[config.mk]
export PLATFORM = sky130hd
export DESIGN_NAME = entrada_dados_flat
export DESIGN_NICKNAME = d
export VERILOG_FILES = /design/src/rtl/entrada_dados_if.sv /design/src/rtl/entrada_dados.sv /design/src/flat_wrapper.sv
export SDC_FILE = /design/constraint.sdc
export NUM_CORES = 1
export LEC_CHECK = 0
export BUFFER_PORTS_ARGS = -buffer_cell sky130_fd_sc_hd__buf_2
export CORE_MARGIN = 2
export CORE_UTILIZATION = 45
export DETAILED_ROUTE_END_ITERATION = 16
export PLACE_DENSITY = 0.76
export SLEW_MARGIN = 25
export SYNTH_ARGS = -nofsm -noshare
export SYNTH_HDL_FRONTEND = slang
export SYNTH_SLANG_ARGS = --single-unit
[constraint.sdc]
create_clock -name CLK -period 1.6 [get_ports CLK]
set_input_delay 0.4 -clock CLK [delete_from_list [all_inputs] [get_ports CLK]]
set_output_delay 0.4 -clock CLK [all_outputs]
set_load 0.02 [all_outputs]
[src/rtl/entrada_dados_if.sv]
// Processor/board-facing signal bundle of the IN-instruction input unit.
// The master side drives the request and the raw switch/key pins; the slave side returns the value.
interface entrada_dados_if #(
    parameter int unsigned MAG_W = 10
);
    logic             InRead;
    logic [MAG_W-1:0] Switches;
    logic             SignSw;
    logic             KeyN;
    logic [31:0]      Dado;
    logic             Ready;
    logic             Waiting;

    modport master (
        output InRead,
        output Switches,
        output SignSw,
        output KeyN,
        input  Dado,
        input  Ready,
        input  Waiting
    );

    modport slave (
        input  InRead,
        input  Switches,
        input  SignSw,
        input  KeyN,
        output Dado,
        output Ready,
        output Waiting
    );
endinterface

[src/rtl/entrada_dados.sv]
// IN-instruction input unit: stalls the core until a debounced key press confirms the
// sign-magnitude switch value, then returns it as a 32-bit two's-complement word.
module entrada_dados #(
    parameter int unsigned DEB_CYCLES = 50000,
    parameter int unsigned MAG_W      = 10
) (
    input logic            CLK,
    input logic            Reset,
    entrada_dados_if.slave bus
);

    localparam int unsigned CntW = $clog2(DEB_CYCLES);

    typedef enum logic [1:0] {
        StIdle,
        StWaitPress,
        StDone,
        StWaitRelease
    } state_e;

    logic            key_s1;
    logic            key_s2;
    logic            key_deb;
    logic            key_deb_prev;
    logic [CntW-1:0] deb_cnt;
    logic            press;

    state_e          state_q;
    logic [31:0]     dado_q;
    logic            ready_q;
    logic            waiting_q;
    logic            pending_q;

    logic [31:0]     mag;
    logic [31:0]     captured;

    // Key conditioning: 2-FF synchronizer, then the debounced level only follows a level
    // that has differed from it for DEB_CYCLES consecutive cycles.
    always_ff @(posedge CLK) begin
        if (Reset) begin
            key_s1       <= 1'b1;
            key_s2       <= 1'b1;
            key_deb      <= 1'b1;
            key_deb_prev <= 1'b1;
            deb_cnt      <= '0;
        end else begin
            key_s1       <= bus.KeyN;
            key_s2       <= key_s1;
            key_deb_prev <= key_deb;
            if (key_s2 == key_deb) begin
                deb_cnt <= '0;
            end else if (deb_cnt == CntW'(DEB_CYCLES - 1)) begin
                key_deb <= key_s2;
                deb_cnt <= '0;
            end else begin
                deb_cnt <= deb_cnt + 1'b1;
            end
        end
    end

    assign press    = key_deb_prev & ~key_deb;
    assign mag      = {{(32 - MAG_W){1'b0}}, bus.Switches};
    assign captured = bus.SignSw ? (~mag + 32'd1) : mag;

    always_ff @(posedge CLK) begin
        if (Reset) begin
            state_q   <= StIdle;
            dado_q    <= '0;
            ready_q   <= 1'b0;
            waiting_q <= 1'b0;
            pending_q <= 1'b0;
        end else begin
            unique case (state_q)
                StIdle: begin
                    if (bus.InRead || pending_q) begin
                        state_q   <= StWaitPress;
                        waiting_q <= 1'b1;
                        pending_q <= 1'b0;
                    end
                end
                StWaitPress: begin
                    if (press) begin
                        state_q   <= StDone;
                        dado_q    <= captured;
                        ready_q   <= 1'b1;
                        waiting_q <= 1'b0;
                    end
                end
                StDone: begin
                    state_q <= StWaitRelease;
                    ready_q <= 1'b0;
                    if (bus.InRead) pending_q <= 1'b1;
                end
                StWaitRelease: begin
                    // A request here is deferred so the still-held key cannot answer it.
                    if (bus.InRead) pending_q <= 1'b1;
                    if (key_deb) state_q <= StIdle;
                end
                default: state_q <= StIdle;
            endcase
        end
    end

    assign bus.Dado    = dado_q;
    assign bus.Ready   = ready_q;
    assign bus.Waiting = waiting_q;

endmodule

[src/flat_wrapper.sv]
// flat-port wrapper written by rule: the top's interface ports become plain ports
module entrada_dados_flat 
#(
    parameter int unsigned DEB_CYCLES = 50000,
    parameter int unsigned MAG_W      = 10
)
  (CLK, Reset, bus_InRead, bus_Switches, bus_SignSw, bus_KeyN, bus_Dado, bus_Ready, bus_Waiting);
  entrada_dados_if #(.MAG_W(MAG_W)) bus_i ();
  input logic CLK;
  input logic Reset;
  input wire logic [$bits(bus_i.InRead)-1:0] bus_InRead;
  input wire logic [$bits(bus_i.Switches)-1:0] bus_Switches;
  input wire logic [$bits(bus_i.SignSw)-1:0] bus_SignSw;
  input wire logic [$bits(bus_i.KeyN)-1:0] bus_KeyN;
  output wire logic [$bits(bus_i.Dado)-1:0] bus_Dado;
  output wire logic [$bits(bus_i.Ready)-1:0] bus_Ready;
  output wire logic [$bits(bus_i.Waiting)-1:0] bus_Waiting;
  assign bus_i.InRead = bus_InRead;
  assign bus_i.Switches = bus_Switches;
  assign bus_i.SignSw = bus_SignSw;
  assign bus_i.KeyN = bus_KeyN;
  assign bus_Dado = bus_i.Dado;
  assign bus_Ready = bus_i.Ready;
  assign bus_Waiting = bus_i.Waiting;
  entrada_dados #(.DEB_CYCLES(DEB_CYCLES), .MAG_W(MAG_W)) u_core (.CLK(CLK), .Reset(Reset), .bus(bus_i));
endmodule
==> run metrics <==
hold-fix buffers at CTS 0; Clock Skew 6.33 ps; CTS buffer count 5; Die Ht 71.7 µm; yosys warns 0; Synth top cells by count dfxtp_1, nor2_1, nand2_1; sequential share of the synthesized area 0.428; worst skew pair latency 300 ps; Peak VDD IR 0.792 mV; CTS tree yes; Worst EP required 1820 ps; drt wl/cell 11.9 µm; Synth Cell Area 2060 µm²; drt via density 5.12; CP endpoint kind register; worst hold-check path type primary input to register; Synth Net Count 253; row count 24; DRT Pass-1 Iters 4; RSZ-0062 raised after global routing yes; r2r setup slk 100 ps; overall power 2.70 mW; EDFF count, synth 0; critical path's slowest cell or4_4; Crit. Startpoint bus_Switches[6]; top layer in use met4; Syn-to-layout area delta 24.5%; full die area 5130 µm²; Fin. Hold Viols 0; worst path cell trace buf_2 > or4_4 > buf_4 > o31ai_2 > xor2_1 > a211oi_1; placed inst area 2410 µm²; post-synthesis adder-cell area fraction 0.0425; XOR/XNOR Fraction of Synth Area 0.0808; first-pass GRT wire length 6.96 mm; Critical R2R Capture u_core.state_q[0]; WL met1 1.82 mm; Worst Path Max Fanout 4; R2R depth 7; Post-Layout Cell Count 341; gr usage total 0.171; Synth area leader dfxtp_1; final setup fails 0; Final HPWL DP 3.06 mm; Synth top area share 0.428; Worst EP arrival 1750 ps; largest cells by area after synthesis dfxtp_1, nor2_1, xor2_1, buf_4, ha_1; layout cells sized above 1 0.322; count of cell types in the netlist 46; metal3 WL 215 µm; Slew @ Worst Pin 459 ps; Compound-Gate Fraction of Synth Area 0.134; ANT nets after route 0; I/O Buffers 48; DRT iter0 DRCs 38; Max-Cap Viols 0; GRT Residual Overflow 0; Clock Path Buffers 2; routed vias 1746; Initial Util 0.470; post-route clock period utilization 0.951; GP Congestion 0.768; initial antenna violation count 0; Async S/R FF share, synth 0; Die X 71.7 µm; largest family of logic cells by synthesized area simple AND/OR/NAND/NOR gates; P per Cell Area 1060 nW/µm²; H-tree Lvls 2; main flop type after synthesis dfxtp_1; LEAKAGE 1.15 nW; Placed Cells 333; wire length on met2 1.95 mm; root buf cell clkbuf_8; Post-Synthesis Cells 231; I/O pin total 49; core area 4380 µm²; Final Critical Period 1520 ps; vias in the first global route 1689; nets 311; crit path to u_core.bus.Dado[8]; Crit Path Class primary input to register; n_diodes 0; status complete, no violations; clock sinks 44; post-synthesis mux area share 0.0146; Worst R2R Start u_core.state_q[0]; top-count cell post-synth dfxtp_1; Final Instance Area 2560 µm²; post-synthesis register bit count 44; largest net degree at the start of global routing 22; Worst setup SP type primary input; Peak Freq 657 MHz; fin. max-slew vios 0; Routed WL 4.07 mm; delay of the slowest critical-path stage 530 ps; Reg clk slew, reported paths 80 ps; Slew HR 0.690; Post-Synth Simple-Gate Area 0.225; # DRC 0; mean post-synth cell area 8.92 µm²
[flip-flops by register name (all words and copies together), names as in the netlist]
signal,flops
u_core.bus.Dado,19
u_core.bus.Ready,1
u_core.bus.Waiting,1
u_core.deb_cnt,16
u_core.key_deb,1
u_core.key_deb_prev,1
u_core.key_s1,1
u_core.key_s2,1
u_core.pending_q,1
u_core.state_q,2
[worst min path at each step]
| stage | start | end | slack (ps) | cells past startpoint |
|---|---|---|---|---|
| after floorplan | u_core.key_s1 | u_core.key_s2 | 390 | 1 |
| after global placement | u_core.key_s1 | u_core.key_s2 | 390 | 1 |
| after detailed placement | u_core.key_s1 | u_core.key_s2 | 390 | 1 |
| after CTS | bus_KeyN | u_core.key_s1 | 280 | 2 |
| after global routing | bus_KeyN | u_core.key_s1 | 290 | 2 |
| final | bus_KeyN | u_core.key_s1 | 290 | 2 |
[power by group]
part,switching (mW),internal (mW)
sequential,0.0313,1.15
clock,0.375,0.614
combinational,0.265,0.274
[logic make-up after synthesis]
family          Yosys count
simple gates             89
flops                    44
compound gates           41
buf+inv                  28
xor+xnor                 19
fa+ha+maj                 7
mux                       3
[per-stage QoR]
step           setup TNS [ps]  hold slack [ps]  utilization  worst slack (ps)
3_5_place_dp            -1750              393        0.550              -252
4_1_cts                     0              278        0.580              37.0
2_1_floorplan           -83.4              389            -             -83.4
3_3_place_gp            -1480              394        0.550              -214
5_1_grt                 -3.92              286        0.585             -3.92
6_report                    0              288        0.585              78.5
[what timing repair did]
item / 4_1_cts / 5_1_grt
endpoints found under the setup margin: 4 / 7
gates resized for setup: 1 / 5
pin swaps: 0 / 1
buffers inserted: 0 / 1
[critical path, delay by kind of cell]
| family | cells | cell delay, ps |
|---|---|---|
| AND/OR/NAND/NOR | 1 | 530 |
| AO/OA/AOI/OAI | 2 | 440 |
| buffers and inverters | 2 | 260 |
| XOR/XNOR | 1 | 100 |
[cell type report]
cell class	count	area, µm²
fillers	383	1820
multi-input cells	159	1040
flip-flops and latches	44	885
repair buffers	71	413
clock buffers	5	68.8
well taps	52	65.1
clock inverters	2	60.1
inverters	8	30.0
[layout by cell type (no fill, tap or decap), types with 6 or more instances in the layout]
cell type / instances
a211oi_1: 9
buf_2: 48
inv_1: 7
nor2_1: 32
dfxtp_1: 43
xnor2_1: 6
xor2_1: 13
nand3_1: 7
nand2_1: 14
buf_4: 23
a21oi_1: 12
ha_1: 6
[routing by layer]
| metal | vias to the layer above | global-route usage |
|---|---|---|
| met5 | - | 0 |
| met4 | 0 | 0.0901 |
| li1 | 910 | - |
| met3 | 8 | 0.0591 |
| met1 | 793 | 0.194 |
| met2 | 35 | 0.283 |
Power figures use the tool's default switching activity.
